===== config.mk =====
export PLATFORM = sky130hd
export DESIGN_NAME = argo_chan_reader
export DESIGN_NICKNAME = d
export VERILOG_FILES = /design/src/rtl/argo_chan_reader.sv
export SDC_FILE = /design/constraint.sdc
export NUM_CORES = 1
export LEC_CHECK = 0
export ABC_AREA = 1
export CORE_MARGIN = 2
export CORE_UTILIZATION = 55
export CTS_CLUSTER_DIAMETER = 120
export DETAILED_ROUTE_END_ITERATION = 10
export PLACE_DENSITY = 0.79
export SETUP_SLACK_MARGIN = 0.3
export SLEW_MARGIN = 10
export SYNTH_ARGS = -nofsm -noshare
export SYNTH_HDL_FRONTEND = slang
export SYNTH_SLANG_ARGS = --single-unit

===== constraint.sdc =====
create_clock -name clk -period 4.9 [get_ports clk]
set_clock_uncertainty 0.05 [all_clocks]
set_input_delay 0.49 -clock clk [delete_from_list [all_inputs] [get_ports clk]]
set_output_delay 0.49 -clock clk [all_outputs]
set_load 0.02 [all_outputs]

===== src/rtl/argo_chan_reader.sv =====
// argo_chan_reader: Argo channel read stage with a latency-hiding prefetch buffer
// Ports: clk/rst (sync, active-high); fifo_empty/fifo_rd_en/fifo_rd_data face the channel FIFO;
//        out_valid/out_ready/out_data form the consumer stream; buf_count is buffer occupancy.
// Optional: define ARGO_CHAN_STATS_EN to add item_total/stall_total counters and a per-pop trace.
module argo_chan_reader #(
    parameter int DATA_WIDTH = 32,
    parameter int RD_LATENCY = 1,
    parameter int BUF_AW     = 2,
    parameter int CHAN_ID    = 7
) (
    input  logic                  clk,
    input  logic                  rst,
    input  logic                  fifo_empty,
    output logic                  fifo_rd_en,
    input  logic [DATA_WIDTH-1:0] fifo_rd_data,
    output logic                  out_valid,
    input  logic                  out_ready,
    output logic [DATA_WIDTH-1:0] out_data,
    output logic [BUF_AW:0]       buf_count
`ifdef ARGO_CHAN_STATS_EN
    ,
    output logic [31:0]           item_total,
    output logic [31:0]           stall_total
`endif
);
    localparam int BUF_DEPTH = 1 << BUF_AW;

    if (RD_LATENCY < 1 || RD_LATENCY > 3 || BUF_DEPTH < RD_LATENCY + 1 || CHAN_ID < 0) begin : g_bad_cfg
        $error("argo_chan_reader: invalid RD_LATENCY/BUF_AW/CHAN_ID combination");
    end

    logic [DATA_WIDTH-1:0] r_buf [BUF_DEPTH];
    logic [BUF_AW-1:0]     r_wr_ptr;
    logic [BUF_AW-1:0]     r_rd_ptr;
    logic [BUF_AW:0]       r_count;
    logic [RD_LATENCY-1:0] r_sr;
    logic [BUF_AW+1:0]     w_inflight;
    logic [BUF_AW+1:0]     w_sum;
    logic                  w_cap;
    logic                  w_pop;

    // Every set bit is a read whose data is not yet in the buffer, including the one landing this edge,
    // so buf_count + inflight is the worst-case occupancy the buffer must absorb.
    always_comb begin
        w_inflight = '0;
        for (int i = 0; i < RD_LATENCY; i++)
            w_inflight = w_inflight + (BUF_AW+2)'(r_sr[i]);
    end

    assign w_sum      = {1'b0, r_count} + w_inflight;
    assign w_cap      = r_sr[RD_LATENCY-1];
    assign w_pop      = out_valid && out_ready;
    assign fifo_rd_en = !rst && !fifo_empty && (w_sum < (BUF_AW+2)'(BUF_DEPTH));
    assign out_valid  = (r_count != '0);
    assign out_data   = r_buf[r_rd_ptr];
    assign buf_count  = r_count;

    always_ff @(posedge clk) begin
        if (rst) begin
            r_sr     <= '0;
            r_wr_ptr <= '0;
            r_rd_ptr <= '0;
            r_count  <= '0;
            for (int i = 0; i < BUF_DEPTH; i++)
                r_buf[i] <= '0;
        end else begin
            r_sr <= (r_sr << 1) | RD_LATENCY'(fifo_rd_en);
            if (w_cap) begin
                r_buf[r_wr_ptr] <= fifo_rd_data;
                r_wr_ptr        <= r_wr_ptr + BUF_AW'(1);
            end
            if (w_pop)
                r_rd_ptr <= r_rd_ptr + BUF_AW'(1);
            r_count <= r_count + (BUF_AW+1)'(w_cap) - (BUF_AW+1)'(w_pop);
        end
    end

`ifdef ARGO_CHAN_STATS_EN
    logic [31:0] r_cycle;

    always_ff @(posedge clk) begin
        if (rst) begin
            r_cycle     <= '0;
            item_total  <= '0;
            stall_total <= '0;
        end else begin
            r_cycle <= r_cycle + 32'd1;
            if (w_pop) begin
                item_total <= item_total + 32'd1;
                $display("argo_chan_reader cycle %0d chan %0d pop 0x%0h", r_cycle, CHAN_ID, out_data);
            end
            if (!out_valid && out_ready)
                stall_total <= stall_total + 32'd1;
        end
    end
`endif
endmodule

==> results of run 1 <==
where the power goes:
group | internal (W) | total, W | switching (W)
clock network | 0.00108 | 0.00155 | 0.000474
registers | 0.00138 | 0.00143 | 0.0000512
logic | 0.000392 | 0.000991 | 0.000599
total | 0.00285 | 0.00397 | 0.00112
kinds of logic after synthesis:
logic type	Yosys count
XOR/XNOR	1
AND/OR/NAND/NOR	225
adder cells (fa/ha/maj)	4
AO/OA/AOI/OAI	101
buffers and inverters	79
flip-flops	138
cell type report:
| class | count | area [µm²] | area share |
|---|---|---|---|
| Clock inverter | 14 | 298 | 0.0401 |
| Multi-Input combinational cell | 331 | 1570 | 0.212 |
| Tap cell | 140 | 175 | 0.0236 |
| Timing Repair Buffer | 76 | 751 | 0.101 |
| Sequential cell | 138 | 4050 | 0.545 |
| Inverter | 44 | 165 | 0.0222 |
| Clock buffer | 18 | 418 | 0.0563 |
synthesized netlist by cell type (all sizes together):
cell type | number | area, µm²
nor2 | 172 | 658
edfxtp | 128 | 3840
o21ai | 67 | 335
inv | 44 | 165
nor3 | 32 | 170
o22ai | 32 | 200
buf | 24 | 179
nand2 | 15 | 78.8
clkbuf | 11 | 41.3
dfxtp | 10 | 200
nand3 | 6 | 30.0
ha | 3 | 37.5
a21oi | 2 | 10.0
fa | 1 | 20.0
xnor2 | 1 | 8.76
cell usage in the layout, fill, tap and decap left out, drive strengths merged:
master | netlist | layout
inv | 44 | 44
bufinv | 0 | 9
nand3 | 6 | 6
nand2 | 15 | 15
clkdlybuf4s50 | 0 | 72
clkinv | 0 | 4
edfxtp | 128 | 128
clkinvlp | 0 | 1
nor3 | 32 | 32
clkbuf | 11 | 18
nor2 | 172 | 172
a21oi | 2 | 2
o21ai | 67 | 67
buf | 24 | 4
o22ai | 32 | 32
xnor2 | 1 | 1
fa | 1 | 1
ha | 3 | 3
dfxtp | 10 | 10
worst reg2reg max path: stages, from the launching register on:
cell and delay (ns):
dfxtp_1 0.43, nand2_4 0.44, nor2_4 0.33, nand2_4 0.32, nand2_1 0.15, buf_4 0.46
per-stage QoR:
| stage | area (µm²) | cells |
|---|---|---|
| after floorplan | 5980 | 548 |
| after global placement | 6710 | 729 |
| after detailed placement | 6710 | 729 |
| after CTS | 7420 | 761 |
| after global routing | 7420 | 761 |
| final | 7420 | 761 |
routing by layer:
metal / global-route usage / share of wire / vias up
met5: 0 / 0 / -
met4: 0.0971 / 0.010 / 0
met3: 0.0633 / 0.067 / 15
met2: 0.411 / 0.52 / 191
met1: 0.313 / 0.40 / 2085
li1: - / - / 2009
flip-flops by register name (all words and copies together), names as in the netlist, named ones only:
signal and cells:
r_buf 128, buf_count 3, r_rd_ptr 2, r_wr_ptr 2, r_sr 1
worst max path at each step:
stage	endpoint	cells past startpoint
2_1_floorplan	r_buf[1][0]$_SDFFCE_PN0P_	3
3_5_place_dp	out_data[26]	4
3_3_place_gp	out_data[6]	4
5_1_grt	out_data[21]	4
4_1_cts	out_data[28]	4
6_report	out_data[21]	4
==> qor.csv, run 1 <==
metric;value;unit
Num CTS Buffers;17;
FP Rows;38;
hold path depth;2;
DP HPWL;7110;µm
final worst path period need;4.08;ns
r2r setup slk;2.33;ns
Boundary Pins;73;
setup violators final;0;
post-CTS setup buffers;0;
GR Overflow Total;0;
Post-Syn Instances;548;
path depth of the worst reg2reg path;5;
Synth Area in Adders;0.00963;
Leak;2.87;nW
post-synthesis mux area share;0;
Die ar.;11700;µm²
Crit Path Class;reg -> out;
VDD IR max;0.000347;V
critical path launch point type;flip-flop;
clock slew at reported path FFs;0.06;ns
Final ANT Viol Nets;0;
R2R Path Start;r_sr$_SDFF_PP0_;
die width;108;µm
yosys warns;0;
PD cells;535;nW/µm²
diodes inserted;0;
synth-to-layout area growth;24.2;%
total power;0.00397;W
Top delay family on crit path;buffers and inverters;
CTS sink cnt;138;
Hold Startpoint;r_rd_ptr[1]$_SDFFE_PP0P_;
Root Driver;clkbuf_8;
Post-CTS Resized;0;
number of global-route vias before repair;4381;
crit path cell chain;inv_1 -> o21ai_0 -> o22ai_1 -> clkdlybuf4s50_1;
H-tree depth;4;
main combinational cell family by area after synthesis;simple AND/OR/NAND/NOR gates;
largest net degree at the start of global routing;67;
DRC viols;0;
Data required, critical path;4.36;ns
final hold violations;0;
CP bufs+invs;2;
DR vias/cell;5.65;
synthesized area per cell;10.9;µm²
initial DRC count;319;
dpl ws;1.44;ns
Worst Hold Class;reg -> reg;
Routed WL per cell;18.0;µm
initial antenna violation count;0;
RSZ-0062 raised after global routing;false;
Arr. time, crit path;3.54;ns
initial core utilization;0.559;
routed wire length;13700;µm
part of the cycle the worst path needs;0.833;
DRT Pass-1 Iters;5;
CTS max path bufs;2;
Hold EP;r_rd_ptr[1]$_SDFFE_PP0P_;
final net count;648;
first-pass GRT wire length;21600;µm
Achievable Freq;0.245;GHz
via count;4300;
max-cap viol count;0;
Setup WS post-layout;0.817;ns
count of state elements after synthesis;138;
Syn Nets;588;
hold slack;0.471;ns
status;complete, no violations;
core area;10700;µm²
share of cells above drive strength 1;0.0725;
Slowest cell on crit path;dfxtp_1;
Skew-Pair Late Insertion Delay;0.53;ns
post-synthesis cell type count;23;
Final Max Slew Viols;0;
register area share after synthesis;0.676;
TritonCTS clock tree;done;
final design utilization;0.694;
setup TNS;0;ns
RD Place Congestion;0.789;
hold buffer count at CTS;0;
worst slew pin tran;1.23;ns
Port Buffers;72;
slew margin rel.;0.176;
FILL cells;753;
compound-cell area share of the yosys netlist;0.0913;
area share of and/or/nand/nor cells after synthesis;0.157;
total track usage;0.247;
Worst Setup End Kind;output port;
Die Height;108;µm
Cell Area, Synth;5980;µm²
worst-path fanout max;33;
CP peak stage delay;1.09;ns
xor/xnor share of the synthesized area;0.00147;
Reg-to-Reg End;r_buf[0][12]$_SDFFCE_PN0P_;
Note: power is estimated with default switching activity, not from simulation.
==> run 2, diff against run 1 <==
==> constraint.sdc (replaced) <==
create_clock -name clk -period 4.15 [get_ports clk]
set_clock_uncertainty 0.05 [all_clocks]
set_input_delay 0.415 -clock clk [delete_from_list [all_inputs] [get_ports clk]]
set_output_delay 0.415 -clock clk [all_outputs]
set_load 0.02 [all_outputs]
==> qor.csv, run 2 (synthesis gave the netlist of run 1 again) <==
metric;value;unit
R2R Path Start;buf_count[1]$_SDFF_PP0_;
Post-CTS Resized;0;
post-CTS setup buffers;0;
final design utilization;0.680;
Boundary Pins;73;
Port Buffers;72;
hold buffer count at CTS;0;
commonest non-fill, non-tap cell in the layout;nor2_1;
Final Max Slew Viols;0;
total track usage;0.235;
Top reg by flops;r_buf;
FP Rows;38;
Die Height;108;µm
CP peak stage delay;0.73;ns
worst-path fanout max;64;
part of the cycle the worst path needs;0.770;
max-cap viol count;0;
setup violators final;0;
flip-flop count of the largest register after layout;128;
Slowest cell on crit path;inv_2;
sw frac;0.302;
Arr. time, crit path;2.73;ns
TritonCTS clock tree;done;
final worst path period need;3.20;ns
crit path cell chain;inv_2 -> o21ai_0 -> o22ai_1 -> clkdlybuf4s50_1;
path depth of the worst reg2reg path;11;
PD cells;589;nW/µm²
via count;4249;
Skew-Pair Late Insertion Delay;0.52;ns
synth-to-layout area growth;21.7;%
DP HPWL;7280;µm
Internal;0.00299;W
post-layout instance area;7280;µm²
Hold Startpoint;r_rd_ptr[1]$_SDFFE_PP0P_;
DR vias/cell;5.57;
core area;10700;µm²
VDD IR max;0.000340;V
final hold violations;0;
Crit Path Class;reg -> out;
sw power;0.00129;W
initial DRC count;294;
most frequent cells in the layout;169 x nor2_1, 128 x edfxtp_1, 72 x clkdlybuf4s50_1, 62 x o21ai_0, 42 x inv_1;
GR Overflow Total;0;
status;complete, no violations;
CTS max path bufs;2;
setup TNS;0;ns
Seq pwr share;0.391;
Achievable Freq;0.313;GHz
clock slew at reported path FFs;0.06;ns
Worst Setup End Kind;output port;
hold slack;0.469;ns
first-pass GRT wire length;20500;µm
Reg-to-Reg End;buf_count[2]$_SDFF_PP0_;
H-tree depth;4;
final net count;650;
RD Place Congestion;0.777;
largest net degree at the start of global routing;66;
Final ANT Viol Nets;0;
r2r setup slk;2.08;ns
worst slew pin tran;1.22;ns
Num CTS Buffers;17;
hold path depth;2;
Root Driver;clkbuf_8;
routed wire length;13100;µm
share of cells above drive strength 1;0.0706;
die width;108;µm
Die ar.;11700;µm²
Placed Area;6720;µm²
DRT Pass-1 Iters;5;
slew margin rel.;0.182;
number of global-route vias before repair;4291;
diodes inserted;0;
DRC viols;0;
initial antenna violation count;0;
Data required, critical path;3.68;ns
critical path launch point type;flip-flop;
initial core utilization;0.559;
Comb pwr share;0.276;
RSZ-0062 raised after global routing;false;
Worst Hold Class;reg -> reg;
Routed WL per cell;17.2;µm
clock share of power;0.333;
Leak;2.82;nW
CTS sink cnt;138;
## run 2: cell types whose count changed in the layout (fill, tap and decap cells not counted)
cell | previous run | this run
bufinv_16 | 9 | 3
clkinv_2 | 0 | 5
clkinv_1 | 3 | 4
clkinv_4 | 1 | 0
clkbuf_1 | 1 | 3
buf_4 | 4 | 6
clkinvlp_4 | 1 | 0
## run 2: layout make-up
| type | instances | area [µm²] |
|---|---|---|
| Fill cell | 789 | 3420 |
| Clock inverter | 12 | 130 |
| Clock buffer | 20 | 425 |
| Sequential cell | 138 | 4050 |
| Tap cell | 140 | 175 |
| Multi-Input combinational cell | 331 | 1570 |
| Timing Repair Buffer | 78 | 766 |
| Inverter | 44 | 165 |
## run 2: routing by layer
metal	GRT usage	up-vias	share of wire
met5	0	-	0
met4	0.0879	0	0.020
met3	0.0597	25	0.070
met2	0.407	177	0.53
met1	0.285	2030	0.38
li1	-	2017	-
## run 2: worst max path at each step
stage                                   startpoint                         to  slack [ns]  depth (start not counted)
after global routing                     flip-flop               out_data[24]        0.80                          4
final                                    flip-flop               out_data[26]        0.95                          4
after global placement                         rst  r_buf[2][9]$_SDFFCE_PN0P_        1.57                          7
after floorplan           r_wr_ptr[1]$_SDFFE_PP0P_  r_buf[1][0]$_SDFFCE_PN0P_        0.76                          3
after CTS                                flip-flop               out_data[26]        0.95                          4
after detailed placement                 flip-flop               out_data[26]        1.48                          4
## run 2: critical path: cells and delay by family (launching register included)
kind | cells | cell delay, ns
DFF | 1 | 0.32
AOI/OAI and AO/OA | 2 | 0.49
buffers and inverters | 2 | 1.39
## run 2: metrics by stage
step	setup WS (ns)	total power [W]	instances
2_1_floorplan	0.755	0.00240	548
3_3_place_gp	1.57	0.00285	731
3_5_place_dp	1.48	0.00289	731
4_1_cts	0.949	0.00429	763
5_1_grt	0.796	0.00446	763
6_report	0.954	0.00429	763
## run 2: power by group through the flow
stage | clock, W | combinational, W | sequential (W)
floorplan | 0 | 0.000692 | 0.00170
global placement | 0 | 0.00115 | 0.00170
detailed placement | 0 | 0.00118 | 0.00170
CTS | 0.00143 | 0.00119 | 0.00168
global route | 0.00149 | 0.00129 | 0.00169
finish | 0.00143 | 0.00119 | 0.00167
==> run 3, diff against run 2 <==
--- a/config.mk
+++ b/config.mk
@@ -7,10 +7,10 @@
 export LEC_CHECK = 0
 export ABC_AREA = 1
 export CORE_MARGIN = 2
-export CORE_UTILIZATION = 55
+export CORE_UTILIZATION = 50
 export CTS_CLUSTER_DIAMETER = 120
 export DETAILED_ROUTE_END_ITERATION = 10
-export PLACE_DENSITY = 0.79
+export PLACE_DENSITY = 0.76
 export SETUP_SLACK_MARGIN = 0.3
 export SLEW_MARGIN = 10
 export SYNTH_ARGS = -nofsm -noshare
==> constraint.sdc (replaced) <==
create_clock -name clk -period 2.9 [get_ports clk]
set_clock_uncertainty 0.05 [all_clocks]
set_input_delay 0.29 -clock clk [delete_from_list [all_inputs] [get_ports clk]]
set_output_delay 0.29 -clock clk [all_outputs]
set_load 0.02 [all_outputs]
==> qor.csv, run 3 (synthesis gave the netlist of run 1 again) <==
metric;value;unit
Worst Hold Class;reg -> reg;
synth-to-layout area growth;23.8;%
CTS max path bufs;2;
Crit Path Class;reg -> out;
Setup WS post-layout;0.397;ns
share of cells above drive strength 1;0.0946;
initial DRC count;492;
r2r setup slk;0.82;ns
DR vias/cell;5.58;
RSZ-0062 raised after global routing;false;
GR Overflow Total;0;
worst-path fanout max;44;
dpl cells;745;
critical path launch point type;flip-flop;
PD cells;826;nW/µm²
Num CTS Buffers;17;
Routed WL per cell;17.4;µm
Arr. time, crit path;2.16;ns
first-pass GRT wire length;21700;µm
hold buffer count at CTS;0;
H-tree depth;4;
dpl ws;0.587;ns
commonest non-fill, non-tap cell in the layout;nor2_1;
largest net degree at the start of global routing;66;
part of the cycle the worst path needs;0.863;
number of global-route vias before repair;4327;
setup violators final;0;
Port Buffers;72;
VDD IR max;0.000468;V
path depth of the worst reg2reg path;3;
Boundary Pins;73;
non-filler instance count after layout;777;
worst slew pin tran;1.19;ns
max-cap viol count;0;
diodes inserted;0;
hold slack;0.475;ns
most frequent cells in the layout;169 x nor2_1, 128 x edfxtp_1, 68 x clkdlybuf4s50_1, 62 x o21ai_0, 42 x inv_1;
Final Max Slew Viols;0;
total power;0.00612;W
final net count;661;
Root Driver;clkbuf_16;
total track usage;0.224;
initial core utilization;0.517;
clock slew at reported path FFs;0.06;ns
CTS sink cnt;138;
final hold violations;0;
routed wire length;13500;µm
Reg-to-Reg End;r_buf[1][31]$_SDFFCE_PN0P_;
core area;11600;µm²
DRC viols;0;
final worst path period need;2.50;ns
Top reg by flops;r_buf;
Die Height;113;µm
Final ANT Viol Nets;0;
setup TNS;0;ns
R2R Path Start;r_wr_ptr[1]$_SDFFE_PP0P_;
slew margin rel.;0.203;
die width;113;µm
DRT Pass-1 Iters;6;
status;complete, no violations;
Hold Startpoint;r_rd_ptr[1]$_SDFFE_PP0P_;
TritonCTS clock tree;done;
RD Place Congestion;0.758;
FP Rows;39;
DP HPWL;7780;µm
Worst Setup End Kind;output port;
Data required, critical path;2.56;ns
Leak;2.91;nW
Skew-Pair Late Insertion Delay;0.41;ns
initial antenna violation count;0;
Achievable Freq;0.400;GHz
hold path depth;2;
Die ar.;12800;µm²
via count;4337;
flip-flop count of the largest register after layout;128;
[run 3: changes by cell type in the layout (fill, tap and decap cells not counted), moves of 2 or more]
cell	delta
clkdlybuf4s50_1	-4
nand2_1	-2
clkinvlp_4	+3
bufinv_16	-2
nand2_2	+2
dlymetal6s2s_1	+4
clkinv_1	-3
buf_12	+2
buf_4	+8
[run 3: power breakdown]
group          total [W]  internal [W]  switching (W)
Clock            0.00197       0.00121       0.000758
Combinational    0.00174      0.000702        0.00103
Sequential       0.00241       0.00233      0.0000785
Total            0.00612       0.00425        0.00187
[run 3: layout make-up]
type	instances	area, µm²
fill	846	4160
sequential	138	4050
inverter	44	168
clock inverter	9	76.3
tap	143	179
timing repair buffer	89	887
multi-input combinational	331	1580
clock buffer	23	468
[run 3: timing repair]
item,in CTS,in global routing
gates resized for setup,2,6
setup buffers,0,0
endpoints found under the setup margin,21,7
[run 3: critical path, cell delays in order (launching register included)]
cell             delay, ns
dfxtp_2               0.34
inv_4                 0.19
buf_12                0.25
o21ai_0               0.11
o22ai_1               0.21
clkdlybuf4s50_1       0.66
[run 3: through the flow]
step,util,cell area (µm²)
6_report,0.640,7400
3_3_place_gp,0.591,6840
2_1_floorplan,-,5980
4_1_cts,0.639,7390
3_5_place_dp,0.591,6840
5_1_grt,0.640,7400
[run 3: worst max path at each step]
stage / from / end / slack [ns] / depth (start not counted)
final: flip-flop / out_data[26] / 0.40 / 5
after global routing: flip-flop / out_data[22] / 0.30 / 5
after CTS: flip-flop / out_data[21] / 0.32 / 5
after detailed placement: flip-flop / out_data[4] / 0.59 / 4
after global placement: flip-flop / out_data[4] / 0.58 / 4
after floorplan: r_wr_ptr[1]$_SDFFE_PP0P_ / r_buf[1][0]$_SDFFCE_PN0P_ / 0.37 / 3
[run 3: metal layers]
metal	track usage	vias up	share of wire
met4	0.0821	0	0.019
met3	0.0632	25	0.069
li1	-	2037	-
met1	0.268	2097	0.39
met2	0.386	178	0.52
met5	0	-	0
